==> src/rtl/fsm1_pulse_driver.sv <==
// Drives the x input of a 4-state pulse counter to a requested state using the fewest pulses.
// Keeps a shadow copy of the counter state and predicts the counter's y output.
module fsm1_pulse_driver #(
  parameter int unsigned GAP_CYCLES = 2,
  parameter int unsigned GAP_W      = 4
) (
  input  logic       clk_i,
  input  logic       rst_i,
  input  logic       start_i,
  input  logic [1:0] target_i,
  output logic       x_out_o,
  output logic       busy_o,
  output logic       done_o,
  output logic [1:0] mirror_state_o,
  output logic       y_expect_o
);

  typedef enum logic [1:0] {StIdle, StPulse, StGap, StDone} state_e;

  // Value of the gap counter on the final idle cycle before the next pulse.
  localparam logic [GAP_W-1:0] GapLast = GAP_W'((GAP_CYCLES == 0) ? 0 : GAP_CYCLES - 1);

  state_e           state_q;
  logic [1:0]       remain_q;
  logic [1:0]       mirror_q;
  logic [GAP_W-1:0] gap_q;
  logic             x_q;
  logic             busy_q;
  logic             done_q;
  logic             y_q;

  logic [1:0] delta;
  logic [1:0] mirror_inc;

  // Forward distance from the shadow state to the target, wrapping mod 4.
  assign delta      = target_i - mirror_q;
  assign mirror_inc = mirror_q + 2'd1;

  always_ff @(posedge clk_i) begin
    if (rst_i) begin
      state_q  <= StIdle;
      remain_q <= 2'd0;
      mirror_q <= 2'd0;
      gap_q    <= '0;
      x_q      <= 1'b0;
      busy_q   <= 1'b0;
      done_q   <= 1'b0;
      y_q      <= 1'b0;
    end else begin
      x_q    <= 1'b0;
      done_q <= 1'b0;
      unique case (state_q)
        StIdle: begin
          if (start_i) begin
            busy_q <= 1'b1;
            if (delta == 2'd0) begin
              state_q <= StDone;
              done_q  <= 1'b1;
            end else begin
              state_q  <= StPulse;
              remain_q <= delta;
              x_q      <= 1'b1;
            end
          end
        end
        StPulse: begin
          // The counter advances on this same edge, so the shadow follows here.
          mirror_q <= mirror_inc;
          y_q      <= (mirror_inc == 2'd3);
          remain_q <= remain_q - 2'd1;
          if (remain_q == 2'd1) begin
            state_q <= StDone;
            done_q  <= 1'b1;
          end else if (GAP_CYCLES == 0) begin
            x_q <= 1'b1;
          end else begin
            state_q <= StGap;
            gap_q   <= '0;
          end
        end
        StGap: begin
          if (gap_q == GapLast) begin
            state_q <= StPulse;
            x_q     <= 1'b1;
          end else begin
            gap_q <= gap_q + GAP_W'(1);
          end
        end
        StDone: begin
          state_q <= StIdle;
          busy_q  <= 1'b0;
        end
        default: begin
          state_q <= StIdle;
          busy_q  <= 1'b0;
        end
      endcase
    end
  end

  assign x_out_o        = x_q;
  assign busy_o         = busy_q;
  assign done_o         = done_q;
  assign mirror_state_o = mirror_q;
  assign y_expect_o     = y_q;

endmodule

==> config.mk <==
export PLATFORM = sky130hd
export DESIGN_NAME = fsm1_pulse_driver
export DESIGN_NICKNAME = d
export VERILOG_FILES = /design/src/rtl/fsm1_pulse_driver.sv
export SDC_FILE = /design/constraint.sdc
export NUM_CORES = 1
export LEC_CHECK = 0
export ABC_AREA = 1
export CAP_MARGIN = 5
export CORE_MARGIN = 2
export CORE_UTILIZATION = 55
export CTS_CLUSTER_SIZE = 30
export DETAILED_ROUTE_END_ITERATION = 16
export PLACE_DENSITY = 0.82
export SKIP_LAST_GASP = 1
export SYNTH_ARGS = -nofsm -noshare
export SYNTH_HDL_FRONTEND = slang
export SYNTH_SLANG_ARGS = --single-unit
==> constraint.sdc <==
create_clock -name clk_i -period 2 [get_ports clk_i]
set_input_delay 0.5 -clock clk_i [delete_from_list [all_inputs] [get_ports clk_i]]
set_output_delay 0.5 -clock clk_i [all_outputs]
set_load 0.01 [all_outputs]
==> flow_metrics.py <==
metrics = {
    "run_status": {
        "status": "completed",
    },
    "timing": {
        "fin_ws_ns": 0.270,
        "tightest_slew_ns": 0.319,
        "period_share_pct": 86.5,
        "clock_skew_ns": 0.00653,
        "relSlewSlack_pct": 78.6,
        "fin_setup_tns_ns": 0,
        "drv_slew": 0,
        "clock.fmax_mhz": 578,
        "rsz0062_at_grt": "false",
        "setup_violations": 0,
        "timing_hold_violations_final": 0,
        "layout_min_cycle_time_ns": 1.73,
    },
    "worst_setup_path": {
        "critical_path.endpoint": "mirror_state_o[1]",
        "criticalPathCategory": "reg2out",
        "rrSetupSlack_ns": 0.77,
        "r2r-end": "gap_q[3]$_SDFFE_PP0P_",
        "crit_chain": "clkdlybuf4s50_1",
        "critPathMaxStageDelay_ns": 0.56,
        "cp-end-kind": "primary output",
        "worst-path-buf-inv": 1,
        "worst_r2r_startpoint": "gap_q[1]$_SDFFE_PP0P_",
        "start_kind": "register",
        "timing.reg2reg.worst_path_depth": 8,
        "cp-startpoint": "mirror_state_o[1]$_SDFFE_PP0P_",
        "cp.depth": 1,
        "critical_path_required_ns": 1.50,
        "crit_arrival_ns": 1.23,
        "crit_slowest_cell": "clkdlybuf4s50_1",
        "cp_max_fo": 5,
        "critical-path-top-delay-family": "buffers and inverters",
    },
    "placement": {
        "dpl_worst_slack_ns": 0.189,
        "port_buffers": 10,
        "place.gp.congestion": 0.790,
        "dp_hpwl_um": 1070,
    },
    "worst_hold_path": {
        "worstHoldPathType": "reg2reg",
    },
    "pwr": {
        "peakVddDrop_uv": 669,
        "p_per_area_mw_per_mm2": 1010,
        "p_sw_share_pct": 38.7,
        "leakagePower_nw": 0.398,
        "p_comb_share_pct": 40.9,
        "p_seq_share_pct": 41.0,
        "intPower_mw": 0.555,
        "power_switching_mw": 0.351,
        "p_clk_share_pct": 18.0,
    },
    "cts": {
        "post_cts_buffers": 0,
        "cts-buffers-inserted": 3,
        "cts_resized": 0,
        "clkLatencyLatePin_ns": 0.28,
        "cts-root-buf": "clkbuf_4",
        "cts_max_level": 1,
        "cts_hold_buf": 0,
        "cts.path.max_buffers": 2,
        "path_clk_slew_ns": 0.08,
        "cts_sinks": 14,
        "cts_tree": "built",
    },
    "global_routing": {
        "grt_pass1_vias": 516,
        "antenna_found_initial": 0,
        "track_usage_pct": 18.7,
        "grt_max_degree": 9,
        "grt_pass1_wl_um": 2090,
        "overflow": 0,
    },
    "yosys": {
        "synth.distinct_cells": 18,
        "syn-num-nets": 115,
        "synth_ff_type": "dfxtp_1",
        "synth_top_area_share_pct": 37.5,
        "ys_warn_count": 0,
        "synth_common_cells": "21 x nand2_1, 15 x inv_1, 14 x dfxtp_1",
        "synth_cells": 105,
        "synthTopCellsByArea": "dfxtp_1 38%, nand2_1 11%, ha_1 8.4%, inv_1 7.5%, a21oi_1 6.7%",
        "synth-seq-area-share_pct": 37.5,
        "post-synth-top-count-cell": "nand2_1",
        "synth-seq-cells": 14,
        "netlist_area_um2": 747,
        "synthArstFlopShare_pct": 0,
        "synth.avg_cell_area_um2": 7.11,
        "synth_edf_count": 0,
        "synth_largest_area_cell": "dfxtp_1",
    },
    "floorplan": {
        "start_util_pct": 58.1,
        "die_w_um": 40.9,
        "core-area_mm2": 0.00128,
        "num_rows": 13,
        "die_area_mm2": 0.00167,
        "die-height_um": 40.9,
        "io_pins": 11,
    },
    "layout": {
        "drive_gt1_share_pct": 12.6,
        "final_nets": 131,
        "fill_cells": 111,
        "antenna_cells": 0,
        "syn_to_final_growth_pct": 19.9,
    },
    "routing": {
        "totalWireLength_um": 1340,
        "antenna_left": 0,
        "dr_total_vias": 690,
        "remaining_drc_errors": 0,
        "drt_iter0_drc": 20,
        "viasPerCell": 5.15,
        "avgRoutedWirePerCell_um": 9.99,
        "first_pass_iters": 4,
    },
    "run": {
        "max_cap_violations": 0,
    },
}
## cells by family after synthesis
group | Yosys count | share of synthesized area, %
adders and majority gates | 5 | 8.38
buffers and inverters | 18 | 9.38
xor gates and xnor gates | 1 | 1.17
and+or+nand+nor | 49 | 30.7
AOI/OAI and AO/OA | 18 | 12.9
DFF | 14 | 37.5
## per-stage QoR
step	util [%]	cell area [um^2]	hold slack, ns	total power, mW	instances
finish	69.7	896	0.489	0.906	134
global route	69.7	896	0.518	0.971	134
global placement	68.0	873	0.465	0.739	131
floorplan	-	747	0.447	0.638	105
CTS	69.7	896	0.493	0.906	134
detailed placement	68.0	873	0.480	0.749	131
## layout by cell type, fill, tap and decap left out, drive strengths merged
master,instances
nor3,2
nand4,1
ha,5
dfxtp,14
o21ai,6
clkbuf,3
clkdlybuf4s50,10
nand3,10
inv,18
nand2,26
o211ai,1
a21oi,11
nor2,10
buf,1
xor2,1
## layout make-up
cell class,instances,area [um^2],area share [%]
Multi-Input combinational cell,73,397,44.3
Clock buffer,3,22.5,2.51
Tap cell,15,18.8,2.09
Sequential cell,14,280,31.3
Timing Repair Buffer,11,108,12.0
Inverter,18,70.1,7.82
## worst min-delay path: stages (launching register included)
cell and delay [ns]:
dfxtp_1 0.32, o211ai_1 0.08, nand2_1 0.05
## state kept, by name (all words and copies together), names as in the netlist
| register | flops |
|---|---|
| busy_o | 1 |
| gap_q | 4 |
| mirror_state_o | 2 |
| state_q | 2 |
| remain_q | 2 |
| y_expect_o | 1 |
| done_o | 1 |
| x_out_o | 1 |
## routing by layer
metal	global-route usage, %	vias to the layer above	share of wire (%)
met1	25.2	303	49
met2	30.1	20	43
li1	-	365	-
met3	3.26	2	6.1
met5	0	-	0
met4	5.00	0	0.97
## power by group through the flow
stage / Clock, mW / Combinational [mW] / Sequential, mW
after floorplan: 0 / 0.256 / 0.382
after global placement: 0 / 0.365 / 0.374
after detailed placement: 0 / 0.372 / 0.378
after CTS: 0.162 / 0.373 / 0.372
after global routing: 0.171 / 0.422 / 0.378
final: 0.163 / 0.371 / 0.371
## worst min-delay path by stage
| stage | from | end | slack (ns) | cells past startpoint |
|---|---|---|---|---|
| 2_1_floorplan | remain_q[0]$_SDFFE_PP0P_ | remain_q[0]$_SDFFE_PP0P_ | 0.45 | 2 |
| 3_3_place_gp | y_expect_o$_SDFFE_PP0P_ | y_expect_o$_SDFFE_PP0P_ | 0.47 | 2 |
| 3_5_place_dp | remain_q[0]$_SDFFE_PP0P_ | remain_q[0]$_SDFFE_PP0P_ | 0.48 | 2 |
| 4_1_cts | remain_q[0]$_SDFFE_PP0P_ | remain_q[0]$_SDFFE_PP0P_ | 0.49 | 2 |
| 5_1_grt | y_expect_o$_SDFFE_PP0P_ | y_expect_o$_SDFFE_PP0P_ | 0.52 | 2 |
| 6_report | busy_o$_SDFFE_PP0P_ | busy_o$_SDFFE_PP0P_ | 0.49 | 2 |
(Power assumes the default switching activity.)
==> patch (same settings) <==
Set the parameter `GAP_W` to 5 (it was 4).
--- a/src/rtl/fsm1_pulse_driver.sv
+++ b/src/rtl/fsm1_pulse_driver.sv
@@ -2,7 +2,7 @@
 // Keeps a shadow copy of the counter state and predicts the counter's y output.
 module fsm1_pulse_driver #(
   parameter int unsigned GAP_CYCLES = 2,
-  parameter int unsigned GAP_W      = 4
+  parameter int unsigned GAP_W      = 5
 ) (
   input  logic       clk_i,
   input  logic       rst_i,
Check against the original RTL: same outputs for any inputs over 10 cycles, from zero or initial values and one cycle with rst_i high; that may be too few to reach the edited logic, so the function may still have changed.
==> patch against the unedited design <==
  * Via count rose by 9.0%
  * Largest power group unchanged
  * Wire length rose by 17%
  * Critical path depth did not move
  * Critical path type unchanged
  * Synthesized area rose by 7.0%
  * Sequential cell count rose by 1
  * Final cell count rose by 6.7%
  * Combinational power rose by 2%
  * Total power rose by 3.7%
  * Worst setup slack got worse by 0.018 ns
  * Design area rose by 5.9%
==> patch: results (changes against the unedited design) <==
| Metric | Value |
|---|---|
| Sequential power | 0.000389 W (was 0.000371 W) |
| Sw Pwr | 0.000355 W (was 0.000351 W) |
| Synth top cells by count | nand2_1 (21), dfxtp_1 (15), inv_1 (14) (was nand2_1 (21), inv_1 (15), dfxtp_1 (14)) |
| Detailed Route Iter0 Violations | 13 (was 20) |
| Yosys cell types | 19 (was 18) |
| Synth Area in Compound Gates | 14.7% (was 12.9%) |
| # nets final | 139 (was 131) |
| Outcome | completed (unchanged) |
| Sequential area share after synthesis | 37.6% (was 37.5%) |
| Peak supply drop | 716 µV (was 669 µV) |
| Worst relative slew slack | 86.2% (was 78.6%) |
| Via count | 752 (was 690) |
| Combinational cell power | 0.000377 W (was 0.000371 W) |
| Gpl congestion | 0.841 (was 0.790) |
| Global-route wire length before repair | 2660 µm (was 2090 µm) |
| DP HPWL | 1170 µm (was 1070 µm) |
| Ratio of cells with drive above 1 in the final layout | 12.5% (was 12.6%) |
| Max reg flops | 5 (was 4) |
| Total leakage power | 0.418 nW (was 0.398 nW) |
| Worst Skew | 0.00373 ns (was 0.00653 ns) |
| GRT Total Usage | 19.4% (was 18.7%) |
| Synth area leaders | dfxtp_1 (38%), nand2_1 (9.9%), a21oi_1 (8.1%) (was dfxtp_1 (38%), nand2_1 (11%), ha_1 (8.4%)) |
| Post-Synth Adder-Cell Area | 7.82% (was 8.38%) |
| Vias in the first global route | 658 (was 516) |
| Synthesized Nets | 124 (was 115) |
| R2R cell count | 6 (was 8) |
| Largest net degree at the start of global routing | 10 (was 9) |
==> patch: cell type report <==
type / count / area (µm²)
clock buffer: 4 / 26.3
fill: 115 / 385
inverter: 18 / 67.6
multi-input combinational: 80 / 428
sequential: 15 / 300
tap: 15 / 18.8
timing repair buffer: 11 / 108
==> patch: per-stage QoR <==
stage / hold WS [ns] / setup slack (ns) / instances
detailed placement: 0.472 / 0.223 / 139
global placement: 0.462 / 0.237 / 139
floorplan: 0.453 / 0.748 / 114
CTS: 0.487 / 0.243 / 143
global route: 0.508 / 0.200 / 143
finish: 0.484 / 0.252 / 143
==> patch: metal layers <==
metal / wire length [µm] / vias up / global-route usage (%)
met5: 0 / - / 0
met4: 33 / 0 / 10.6
met3: 33 / 4 / 2.59
met2: 731 / 11 / 30.3
met1: 771 / 337 / 25.6
li1: - / 400 / -
==> patch: worst paths after layout <==
path	to	slack (ns)
worst max-delay path	mirror_state_o[1]	0.25
worst min-delay path	busy_o	0.48
worst max register to register	gap_q[2]	0.72
worst min register to register	busy_o	0.48
